==> config.mk <==
export PLATFORM = sky130hd
export DESIGN_NAME = spi_master_ctrl
export DESIGN_NICKNAME = d
export VERILOG_FILES = /design/src/rtl/spi_master_ctrl.sv
export SDC_FILE = /design/constraint.sdc
export NUM_CORES = 1
export LEC_CHECK = 0
export BUFFER_PORTS_ARGS = -buffer_cell sky130_fd_sc_hd__buf_2
export CORE_MARGIN = 2
export CORE_UTILIZATION = 60
export DETAILED_ROUTE_END_ITERATION = 8
export GPL_ROUTABILITY_DRIVEN = 0
export MAX_ROUTING_LAYER = met4
export PLACE_DENSITY = 0.87
export SLEW_MARGIN = 30
export SYNTH_ARGS = -nofsm -noshare
export SYNTH_HDL_FRONTEND = slang
export SYNTH_SLANG_ARGS = --single-unit
export TNS_END_PERCENT = 50
==> constraint.sdc <==
create_clock -name clk -period 5 [get_ports clk]
set_input_delay 0.5 -clock clk [delete_from_list [all_inputs] [get_ports clk]]
set_output_delay 0.5 -clock clk [all_outputs]
set_load 0.01 [all_outputs]
==> src/rtl/spi_master_ctrl.sv <==
// CPU-bus SPI master (mode 0, MSB first) with a programmable clock divider.
// A DATA write starts an 8-bit transfer; STATUS reports busy/done to the polling CPU.
module spi_master_ctrl #(
  parameter logic [7:0] DIV_RESET = 8'd24,
  parameter logic       CS_RESET  = 1'b1
) (
  input  logic       clk,
  input  logic       reset,
  input  logic       cs,
  input  logic       rwb,
  input  logic [1:0] addr,
  input  logic [7:0] data_i,
  output logic [7:0] data_o,
  output logic       sd_cs,
  output logic       spi_clk,
  output logic       spi_mosi,
  input  logic       spi_miso
);

  localparam logic [1:0] REG_DATA   = 2'd0;
  localparam logic [1:0] REG_STATUS = 2'd1;
  localparam logic [1:0] REG_CTRL   = 2'd2;
  localparam logic [1:0] REG_DIV    = 2'd3;

  typedef enum logic [1:0] {
    IDLE,
    CLK_LO,
    CLK_HI
  } state_t;

  state_t     state;
  logic [7:0] div_reg;
  logic [7:0] divcnt;
  logic [2:0] bitcnt;
  logic [7:0] shreg;
  logic [7:0] rx;
  logic       miso_latch;
  logic       busy;
  logic       done;

  logic       wr_en;
  logic       rd_en;
  logic [7:0] shifted;

  assign wr_en   = cs && !rwb;
  assign rd_en   = cs && rwb;
  assign shifted = {shreg[6:0], miso_latch};

  always_comb begin
    data_o = 8'h00;
    if (rd_en) begin
      case (addr)
        REG_DATA:   data_o = rx;
        REG_STATUS: data_o = {6'b0, done, busy};
        REG_CTRL:   data_o = {7'b0, sd_cs};
        REG_DIV:    data_o = div_reg;
        default:    data_o = 8'h00;
      endcase
    end
  end

  // The done-clear from a DATA read comes first so that a same-cycle completion wins.
  always_ff @(posedge clk) begin
    if (reset) begin
      state      <= IDLE;
      div_reg    <= DIV_RESET;
      divcnt     <= 8'd0;
      bitcnt     <= 3'd0;
      shreg      <= 8'd0;
      rx         <= 8'd0;
      miso_latch <= 1'b0;
      busy       <= 1'b0;
      done       <= 1'b0;
      sd_cs      <= CS_RESET;
      spi_clk    <= 1'b0;
      spi_mosi   <= 1'b1;
    end else begin
      if (wr_en && addr == REG_CTRL)
        sd_cs <= data_i[0];
      if (wr_en && addr == REG_DIV && !busy)
        div_reg <= data_i;
      if (rd_en && addr == REG_DATA)
        done <= 1'b0;

      case (state)
        IDLE: begin
          spi_clk  <= 1'b0;
          spi_mosi <= 1'b1;
          if (wr_en && addr == REG_DATA) begin
            shreg    <= data_i;
            spi_mosi <= data_i[7];
            bitcnt   <= 3'd0;
            divcnt   <= 8'd0;
            busy     <= 1'b1;
            done     <= 1'b0;
            state    <= CLK_LO;
          end
        end

        CLK_LO: begin
          if (divcnt == div_reg) begin
            spi_clk    <= 1'b1;
            miso_latch <= spi_miso;
            divcnt     <= 8'd0;
            state      <= CLK_HI;
          end else begin
            divcnt <= divcnt + 8'd1;
          end
        end

        // Falling edge: shift in the latched MISO bit and present the next MOSI bit.
        CLK_HI: begin
          if (divcnt == div_reg) begin
            spi_clk <= 1'b0;
            shreg   <= shifted;
            divcnt  <= 8'd0;
            if (bitcnt == 3'd7) begin
              rx       <= shifted;
              busy     <= 1'b0;
              done     <= 1'b1;
              spi_mosi <= 1'b1;
              state    <= IDLE;
            end else begin
              bitcnt   <= bitcnt + 3'd1;
              spi_mosi <= shifted[7];
              state    <= CLK_LO;
            end
          end else begin
            divcnt <= divcnt + 8'd1;
          end
        end

        default: state <= IDLE;
      endcase
    end
  end

endmodule
**Yosys cells after proc, flatten, opt, wreduce, memory -nomap -nowiden**

Index checks and enable logic that the tools add are counted.
W data, S select, Z words.

- Add/sub/neg operators: 2
- Equality and inequality tests: 12
- Reduce and logical (&&, ||, !) cells: 24
- Mux-type cells: 33

Operators with widths:

| kind | number |
|---|---|
| $pmux W8 S4 | 1 |
| $mux W8 | 3 |
| $pmux W8 S2 | 1 |
| $mux W7 | 2 |
| $pmux W7 S2 | 1 |
| $mux W1 | 13 |
| $reduce_and A3 Y1 | 4 |
| $ne A2 B2 Y1 const B | 5 |
| $mux W3 | 3 |
| $add A8 B1 Y8 const B | 1 |
| $eq A8 B8 Y1 | 1 |
| $reduce_and A4 Y1 | 2 |
| $logic_and A1 B1 Y1 | 7 |
| $eq A2 B2 Y1 const B | 3 |
| $mux W2 | 3 |
| $pmux W1 S2 | 3 |
| $pmux W2 S3 | 1 |
| $pmux W3 S2 | 1 |
| $reduce_and A2 Y1 | 3 |
| $eq A2 B1 Y1 const B | 2 |
| $logic_not A2 Y1 | 2 |
| $reduce_bool A2 Y1 | 2 |
| $add A3 B1 Y3 const B | 1 |
| $eq A3 B3 Y1 const B | 1 |
| other kinds (4) | 5 |

- Bits in registers: 42
- Output and inout port bits: 11
- Logic and storage cells: 83
- Input port bits: 15

**Longest topological paths before layout**

Gate-level depths: netlist (run 1).

- Word-level depth: 6
- Mapped depth: 7
- Mapped depth without buffers: 6

**Least setup slack after synthesis (run 1)**

No wires, ideal clock.

- Path type: in2reg
- Start: input port addr[1]
- End: register divcnt[4]
- Arrival time: 1,867 ps
- Slack: 3,058 ps
- Cell stages on the path: 7
- Setup time: 74 ps
- Buffers on the path: 2
- Data required time: 4,926 ps
- Cells stage by stage: buf_2 nor4b_4 nand2b_1 buf_4 nand2_1 or4_1 a31oi_1

- Word-level cells in the longest chain between the ends: 4

Ends and longest elaborated chain:

| item | line | text |
|---|---|---|
| start, declared | 11 | `input logic [1:0] addr,` |
| $logic_not A2 Y1 | 89 | `if (wr_en && addr == REG_DATA) begin` |
| $logic_and A1 B1 Y1 | 89 |  |
| $ne A2 B2 Y1 (no line) | -- |  |
| $reduce_and A2 Y1 (no line) | -- |  |
| end signal, assigned | 107 | `divcnt <= divcnt + 8'd1;` |
| end signal, assigned | 129 | `divcnt <= divcnt + 8'd1;` |
| end, declared | 33 | `logic [7:0] divcnt;` |

Every way passes these cells.
A chain may end at the register's enable or synchronous reset.

**Worst setup path after layout (run 1)**

- Start: register divcnt[3]
- End: register rx[0]

- Word-level cells in the longest chain between the ends: 2

Ends and longest elaborated chain:

| item | line | text |
|---|---|---|
| $eq A8 B8 Y1 | 113 | `if (divcnt == div_reg) begin` |
| $reduce_and A3 Y1 (no line) | -- |  |
| end signal, assigned | 118 | `rx <= shifted;` |
| end, declared | 36 | `logic [7:0] rx;` |

Every way passes these cells.

==> results of run 1 <==
-- synthesized netlist by cell type, types with 3 or more instances --
master	n
dfxtp_1	42
nor2_1	32
mux2i_1	17
a21oi_1	14
nand2_1	14
inv_1	10
ha_1	7
nand3_1	7
o221a_2	7
xor2_1	7
a22oi_1	6
a31oi_1	6
clkbuf_1	6
nor2b_1	6
nand2b_1	5
buf_2	4
a211o_1	3
o21ai_0	3
-- cells by family after synthesis --
kind of cell | Yosys count | synth area share
adder cells (fa/ha/maj) | 7 | 0.0401
multiplexers | 18 | 0.0882
XOR/XNOR | 10 | 0.0435
AO/OA/AOI/OAI | 51 | 0.170
AND/OR/NAND/NOR | 88 | 0.230
buffers and inverters | 22 | 0.0435
flip-flops | 42 | 0.385
-- worst max-delay path: stages, from the launching register on --
cell	delay, ns
dfxtp_1	0.48
xor2_2	0.12
nor4_4	0.49
and4_1	0.64
mux2i_1	0.27
nor2_1	0.06
-- placed cells by master (no fill, tap or decap), types with 3 or more instances in the layout --
master / synthesis / routed
a31oi_1: 6 / 6
inv_1: 10 / 10
ha_1: 7 / 7
dfxtp_1: 42 / 42
nand2_1: 14 / 14
clkbuf_4: 0 / 5
o221a_2: 7 / 7
mux2i_1: 17 / 17
buf_2: 4 / 25
nand2b_1: 5 / 5
nor2b_1: 6 / 6
nand3_1: 7 / 7
a21oi_1: 14 / 14
xor2_1: 7 / 7
o21ai_0: 3 / 3
a22oi_1: 6 / 6
nor2_1: 32 / 32
a211o_1: 3 / 3
-- routing by layer --
layer	wire length, um	vias up	global-route usage	share of wire
li1	-	891	-	-
met1	2250	860	0.336	0.47
met2	2190	59	0.400	0.46
met3	252	7	0.0493	0.053
met4	97	0	0.114	0.020
met5	0	-	-	0
-- final cells by class --
class                           instances  area [um2]  share of cell area
Timing Repair Buffer                   25         125              0.0524
Inverter                               10        37.5              0.0157
Multi-Input combinational cell        174        1260               0.529
Clock buffer                            6        51.3              0.0215
Clock inverter                          2        12.5             0.00524
Sequential cell                        42         841               0.352
Tap cell                               46        57.6              0.0241
-- stage by stage --
step / hold slack [ns] / area [um2] / power, uW / instances
floorplan: 0.447 / 2180 / 512 / 238
global placement: 0.453 / 2320 / 553 / 297
detailed placement: 0.457 / 2320 / 558 / 297
CTS: 0.367 / 2390 / 733 / 305
global route: 0.376 / 2390 / 772 / 305
finish: 0.371 / 2390 / 734 / 305
-- path summary, 6_finish.rpt --
path,endpoint,depth (start not counted),start
worst max-delay path,rx[0],5,divcnt[3]
worst min-delay path,div_reg[3],2,data_i[3]
worst max register to register,rx[0],5,divcnt[3]
worst min register to register,spi_clk,2,spi_clk
-- report_power, final --
group	total, uW	internal (uW)	switching, uW	leakage (uW)
Sequential	390	362	27.6	0.000340
Clock	178	67.7	111	0.0000343
Combinational	166	65.5	101	0.000558
Total	734	495	239	0.000933
==> qor.yml, run 1 <==
fin_util: 0.699
gr-usage-all-layers: 0.261
ys_seq_area_frac: 0.385
antenna_found_initial: 0
nNetsFinal: 280
grt_max_degree: 44
synthCells: 238
place_hpwl_um: 3380
syn-cell-area_um2: 2180
cts_num_sinks: 42
post_cts_buffers: 0
vias: 1817
drive_above_1_share: 0.189
finalCriticalPeriod_ns: 2.19
syn2layout_area_growth_pct: 9.34
synth.area.top_cells: "dfxtp_1, mux2i_1, nor2_1, ha_1, o221a_2"
syn-num-nets: 260
irDropWorstVdd_v: 0.000154
cp.required_ns: 5.23
synth_top_area_frac: 0.385
synth_edf_count: 0
die_w_um: 64.3
synth_async_sr_flop_share: 0
wire_per_inst_um: 15.7
final_antenna_net_count: 0
period_share: 0.438
worst_slew_pin_slew_ns: 0.718
power_density_nw_per_um2: 307
fillers: 267
maxCapViolations: 0
coreArea_um2: 3420
startpoint_type: "flop"
skew_ns: 0.0110
overflow: 0
dp_slack_ns: 2.71
cts-resized-gates: 0
r2r_slack_ns: 2.81
start_util: 0.640
rows: 21
rsz0062_at_grt: "no"
cts-root-buf: "clkbuf_4"
final-setup-viol-count: 0
slew_headroom: 0.508
dieHeight_um: 64.3
path_max_fanout: 9
cts_made_buffers: 5
fp.dieArea_um2: 4140
drt_wl_total_um: 4790
grt_first_pass_wirelength_um: 8160
synthFlopType: "dfxtp_1"
synth.avg_cell_area_um2: 9.18
p_leak_uw: 0.000933
criticalPathCategory: "reg -> reg"
dr.pass1.iters: 4
cts_tree: "built"
yosys.cell_types.count: 49
drv_slew: 0
portBuffers: 25
grt_pass1_vias: 1765
layout_setup_ws_ns: 2.81
fmax_ghz: 0.456
htreeDepth: 2
antennaDiodeCount: 0
yosys_warnings: 0
yosysTopAreaCell: "dfxtp_1"
worst-endpoint-arrival_ns: 2.42
clk_pin_slew_ns: 0.13
hp-class: "in -> reg"
clock_latency_ns: 0.35
io_pins: 26
ys_ff_latch: 42
cts.path.max_buffers: 2
hold_viol: 0
endpoint_kind: "flop"
drtIter0Drc: 154
hold_buffers: 0
viasPerCell: 5.96
fin_tns_setup_ns: 0
drc: 0
outcome: "completed"
Power figures use the tool's default switching activity.
==> run 2: changes to the inputs <==
CORE_UTILIZATION = 52   (was 60)
PLACE_DENSITY = 0.8   (was 0.87)
clock period = 1.8 ns   (was 5 ns; I/O delays follow)
==> qor.yml, run 2 (same netlist as run 1, synthesis figures left out) <==
dpl.cell_count: 326  # was 297
finalPower_uw: 2300  # was 734 uW
fmax_ghz: 0.546  # was 0.456 GHz
cts.path.max_buffers: 2  # unchanged
die_w_um: 68.8  # was 64.3 um
period_share: 1.02  # was 0.438
drtIter0Drc: 240  # was 154
layout_setup_ws_ns: -0.0314  # was 2.81 ns
cts_made_buffers: 5  # unchanged
mostFrequentLayoutCells: "nor2_1, dfxtp_1, buf_4"  # was dfxtp_1, nor2_1, buf_2
htreeDepth: 2  # unchanged
wire_per_inst_um: 17.1  # was 15.7 um
drc: 0  # unchanged
hp-class: "in -> reg"  # unchanged
skew_ns: 0.00568  # was 0.0110 ns
dr.pass1.iters: 4  # unchanged
worst_slew_pin_slew_ns: 0.761  # was 0.718 ns
cp_slowest_stage_delay_ns: 0.42  # was 0.64 ns
nNetsFinal: 310  # was 280
finalCriticalPeriod_ns: 1.83  # was 2.19 ns
fin_util: 0.691  # was 0.699
syn2layout_area_growth_pct: 27.4  # was 9.34%
endpoint_kind: "flop"  # unchanged
irDropWorstVdd_v: 0.000423  # was 0.000154 V
outcome: "complete, but fails checks"  # was completed
gr-usage-all-layers: 0.239  # was 0.261
hold_viol: 0  # unchanged
vias: 1983  # was 1,817
drt_wl_total_um: 5790  # was 4790 um
final-setup-viol-count: 10  # was 0
rsz0062_at_grt: "yes"  # was no
cts-root-buf: "clkbuf_8"  # was clkbuf_4
path_cells: "xor2_2 > nor4_4 > and4_4 > clkbuf_16 > mux2i_1 > nor2_1"  # was xor2_2 > nor4_4 > and4_1 > mux2i_1 > nor2_1
grt_max_degree: 44  # unchanged
viasPerCell: 5.85  # was 5.96
path_max_fanout: 7  # was 9
fin_cells: 339  # was 305
p_leak_uw: 0.00112  # was 0.000933 uW
worst-endpoint-arrival_ns: 1.99  # was 2.42 ns
drv_slew: 0  # unchanged
slew_headroom: 0.493  # was 0.508
place_hpwl_um: 3770  # was 3380 um
power_density_nw_per_um2: 828  # was 307 nW/um2
criticalPathCategory: "reg -> reg"  # unchanged
start_util: 0.542  # was 0.640
timing.hold.ws_ns: 0.101  # was 0.371 ns
cts_num_sinks: 42  # unchanged
final_antenna_net_count: 0  # unchanged
cts_tree: "built"  # unchanged
clk_pin_slew_ns: 0.08  # was 0.13 ns
grt_pass1_vias: 1710  # was 1,765
violations: "setup timing"
antenna_found_initial: 0  # unchanged
clock_latency_ns: 0.30  # was 0.35 ns
portBuffers: 25  # unchanged
fp.dieArea_um2: 4740  # was 4140 um2
dieHeight_um: 68.8  # was 64.3 um
dp_slack_ns: -0.0593  # was 2.71 ns
antennaDiodeCount: 0  # unchanged
coreArea_um2: 4030  # was 3420 um2
startpoint_type: "flop"  # unchanged
cp.required_ns: 1.96  # was 5.23 ns
grt_first_pass_wirelength_um: 7930  # was 8160 um
io_pins: 26  # unchanged
rows: 23  # was 21
overflow: 0  # unchanged
maxCapViolations: 0  # unchanged
fillers: 313  # was 267
drive_above_1_share: 0.349  # was 0.189
slowest_stage: "nor4_4"  # was and4_1
-- run 2: changes by cell type in the layout (fill, tap and decap cells not counted), moves of 5 or more --
cell	previous run	this run
dfxtp_2	0	10
dfxtp_1	42	32
buf_4	0	26
clkbuf_4	5	0
-- run 2: layout make-up --
| cell class | instances | area (um2) | share of cell area |
|---|---|---|---|
| Sequential cell | 42 | 853 | 0.307 |
| Inverter | 10 | 37.5 | 0.0135 |
| Clock buffer | 5 | 68.8 | 0.0247 |
| Timing Repair Buffer | 55 | 388 | 0.139 |
| Multi-Input combinational cell | 174 | 1350 | 0.484 |
| Tap cell | 50 | 62.6 | 0.0225 |
| Clock inverter | 3 | 25.0 | 0.00899 |
-- run 2: layer usage --
metal  share of wire  track usage  up-vias
met4           0.031        0.113        0
met5               0            -        -
met1            0.40        0.272      941
met2            0.52        0.395       70
met3           0.049       0.0584       17
li1                -            -      955
-- run 2: worst max-delay path, delay by kind of cell, from the launching register on --
| kind | cells | cell delay (ns) |
|---|---|---|
| and+or+nand+nor | 3 | 0.82 |
| DFF | 1 | 0.34 |
| muxes | 1 | 0.20 |
| xor gates and xnor gates | 1 | 0.18 |
| buffers and inverters | 1 | 0.15 |
-- run 2: worst paths after layout --
path,endpoint,from,slack [ns],cells past startpoint
max,rx[0],divcnt[4],-0.03,6
min reg2reg,spi_mosi,spi_mosi,0.48,1
min,div_reg[4],data_i[4],0.10,2
max reg2reg,rx[0],divcnt[4],-0.03,6
-- run 2: timing repair --
action	4_1_cts	5_1_grt
pin swaps	1	5
hold buffers	0	0
hold endpoints to repair	0	0
endpoints found under the setup margin	22	31
gates resized for setup	9	20
cloned	0	1
buffers inserted	2	2
-- run 2: power by group --
part           switching [uW]  internal [uW]  leakage [uW]  total, uW
logic                     327            259      0.000735        587
clock network             357            280     0.0000447        637
registers                74.6           1010      0.000343       1080
total                     759           1550       0.00112       2300
-- run 2: metrics by stage --
step | setup TNS (ns) | cell area, um2
after floorplan | 0 | 2180
after global placement | 0 | 2520
after detailed placement | -0.477 | 2520
after CTS | -0.0254 | 2660
after global routing | -2.23 | 2780
final | -0.121 | 2780
==> run 3: changes to the inputs <==
CORE_UTILIZATION = 57   (was 52)
PLACE_DENSITY = 0.83   (was 0.8)
clock period = 1.88 ns   (was 1.8 ns; I/O delays follow)
==> qor.yml, run 3 (same netlist as run 1, synthesis figures left out) <==
hold_viol: 0  # unchanged
power_density_nw_per_um2: 883  # was 828 nW/um2
final-setup-viol-count: 0  # was 10
timing.hold.ws_ns: 0.104  # was 0.101 ns
maxCapViolations: 0  # unchanged
fillers: 269  # was 313
dr.pass1.iters: 4  # unchanged
cts_num_sinks: 42  # unchanged
start_util: 0.597  # was 0.542
worst-endpoint-arrival_ns: 2.03  # was 1.99 ns
criticalPathCategory: "reg -> reg"  # unchanged
io_pins: 26  # unchanged
cts_tree: "built"  # unchanged
endpoint_kind: "flop"  # unchanged
irDropWorstVdd_v: 0.000428  # was 0.000423 V
portBuffers: 25  # unchanged
hold_buffers: 0  # unchanged
rsz0062_at_grt: "yes"  # unchanged
htreeDepth: 2  # unchanged
drv_slew: 0  # unchanged
cts.path.max_buffers: 2  # unchanged
layout_commonest_cell: "dfxtp_1"
slew_headroom: 0.486  # was 0.493
die_w_um: 65.9  # was 68.8 um
drtIter0Drc: 116  # was 240
place_hpwl_um: 3720  # was 3770 um
viasPerCell: 5.81  # was 5.85
syn2layout_area_growth_pct: 24.1  # was 27.4%
drive_above_1_share: 0.309  # was 0.349
dieHeight_um: 65.9  # was 68.8 um
drt_wl_total_um: 5300  # was 5790 um
clock_latency_ns: 0.31  # was 0.30 ns
fin_tns_setup_ns: 0  # was -0.121 ns
vias: 1917  # was 1,983
grt_pass1_vias: 1770  # was 1,710
skew_ns: 0.00728  # was 0.00568 ns
grt_first_pass_wirelength_um: 8310  # was 7930 um
cts-root-buf: "clkbuf_8"  # unchanged
multi_input_area_um2: 1300  # was 1350 um2
fmax_ghz: 0.539  # was 0.546 GHz
wire_per_inst_um: 16.1  # was 17.1 um
nNetsFinal: 303  # was 310
overflow: 0  # unchanged
path_max_fanout: 7  # unchanged
cp.required_ns: 2.06  # was 1.96 ns
period_share: 0.986  # was 1.02
finalCriticalPeriod_ns: 1.85  # was 1.83 ns
seqCellArea_um2: 850  # was 853 um2
coreArea_um2: 3660  # was 4030 um2
startpoint_type: "flop"  # unchanged
p_leak_uw: 0.00109  # was 0.00112 uW
worst_slew_pin_slew_ns: 0.771  # was 0.761 ns
grt_max_degree: 44  # unchanged
final_antenna_net_count: 0  # unchanged
outcome: "completed"  # was complete, but fails checks
drc: 0  # unchanged
cts_made_buffers: 5  # unchanged
fp.dieArea_um2: 4340  # was 4740 um2
antennaDiodeCount: 0  # unchanged
gr-usage-all-layers: 0.265  # was 0.239
hp-class: "in -> reg"  # unchanged
rows: 22  # was 23
antenna_found_initial: 0  # unchanged
mostFrequentLayoutCells: "dfxtp_1, nor2_1, buf_2"  # was nor2_1, dfxtp_1, buf_4
clk_pin_slew_ns: 0.09  # was 0.08 ns
==> run 3: area by class of cell <==
cell class | instances | area share
multi-input cells | 174 | 0.479
flip-flops and latches | 42 | 0.313
repair buffers | 48 | 0.121
clock buffers | 5 | 0.0254
clock inverters | 3 | 0.0254
well taps | 48 | 0.0222
inverters | 10 | 0.0139
==> run 3: final timing paths <==
kind                    from          to  slack [ns]  depth (start not counted)
setup reg to reg  div_reg[4]       rx[3]        0.03                          6
setup / recovery  div_reg[4]       rx[3]        0.03                          6
hold reg to reg      spi_clk     spi_clk        0.47                          2
hold / removal     data_i[4]  div_reg[4]        0.10                          2
==> run 3: metal layers <==
layer,share of wire,track usage,vias to the layer above
li1,-,-,936
met5,0,-,-
met2,0.51,0.441,40
met4,0.016,0.0964,0
met3,0.049,0.0562,7
met1,0.43,0.316,934
==> run 3: critical path, cell delays in order (launching register included) <==
cell	delay, ns
dfxtp_2	0.35
xor2_1	0.19
nor4_4	0.44
and4_4	0.35
clkbuf_16	0.15
mux2i_1	0.19
nor2_1	0.05
==> run 3: power breakdown <==
part           total [uW]  internal, uW  switching [uW]
combinational         489           212             277
sequential           1030           963            68.5
clock                 873           532             341
total                2390          1710             686
==> run 3: timing repair <==
item	4_1_cts	5_1_grt
setup buffers	1	2
endpoints found under the setup margin	8	29
cloned	0	1
pin swaps	1	4
gates resized for setup	5	12
==> run 3: through the flow <==
| step | setup slack (ns) | std cells | total power, uW | instance area [um2] | util |
|---|---|---|---|---|---|
| finish | 0.0257 | 330 | 2390 | 2710 | 0.740 |
| global route | -0.0918 | 330 | 2500 | 2710 | 0.740 |
| CTS | -0.0202 | 327 | 2370 | 2640 | 0.720 |
| detailed placement | -0.0307 | 318 | 1520 | 2470 | 0.676 |
| global placement | 0.0785 | 318 | 1500 | 2470 | 0.676 |
| floorplan | 0.176 | 238 | 1360 | 2180 | - |
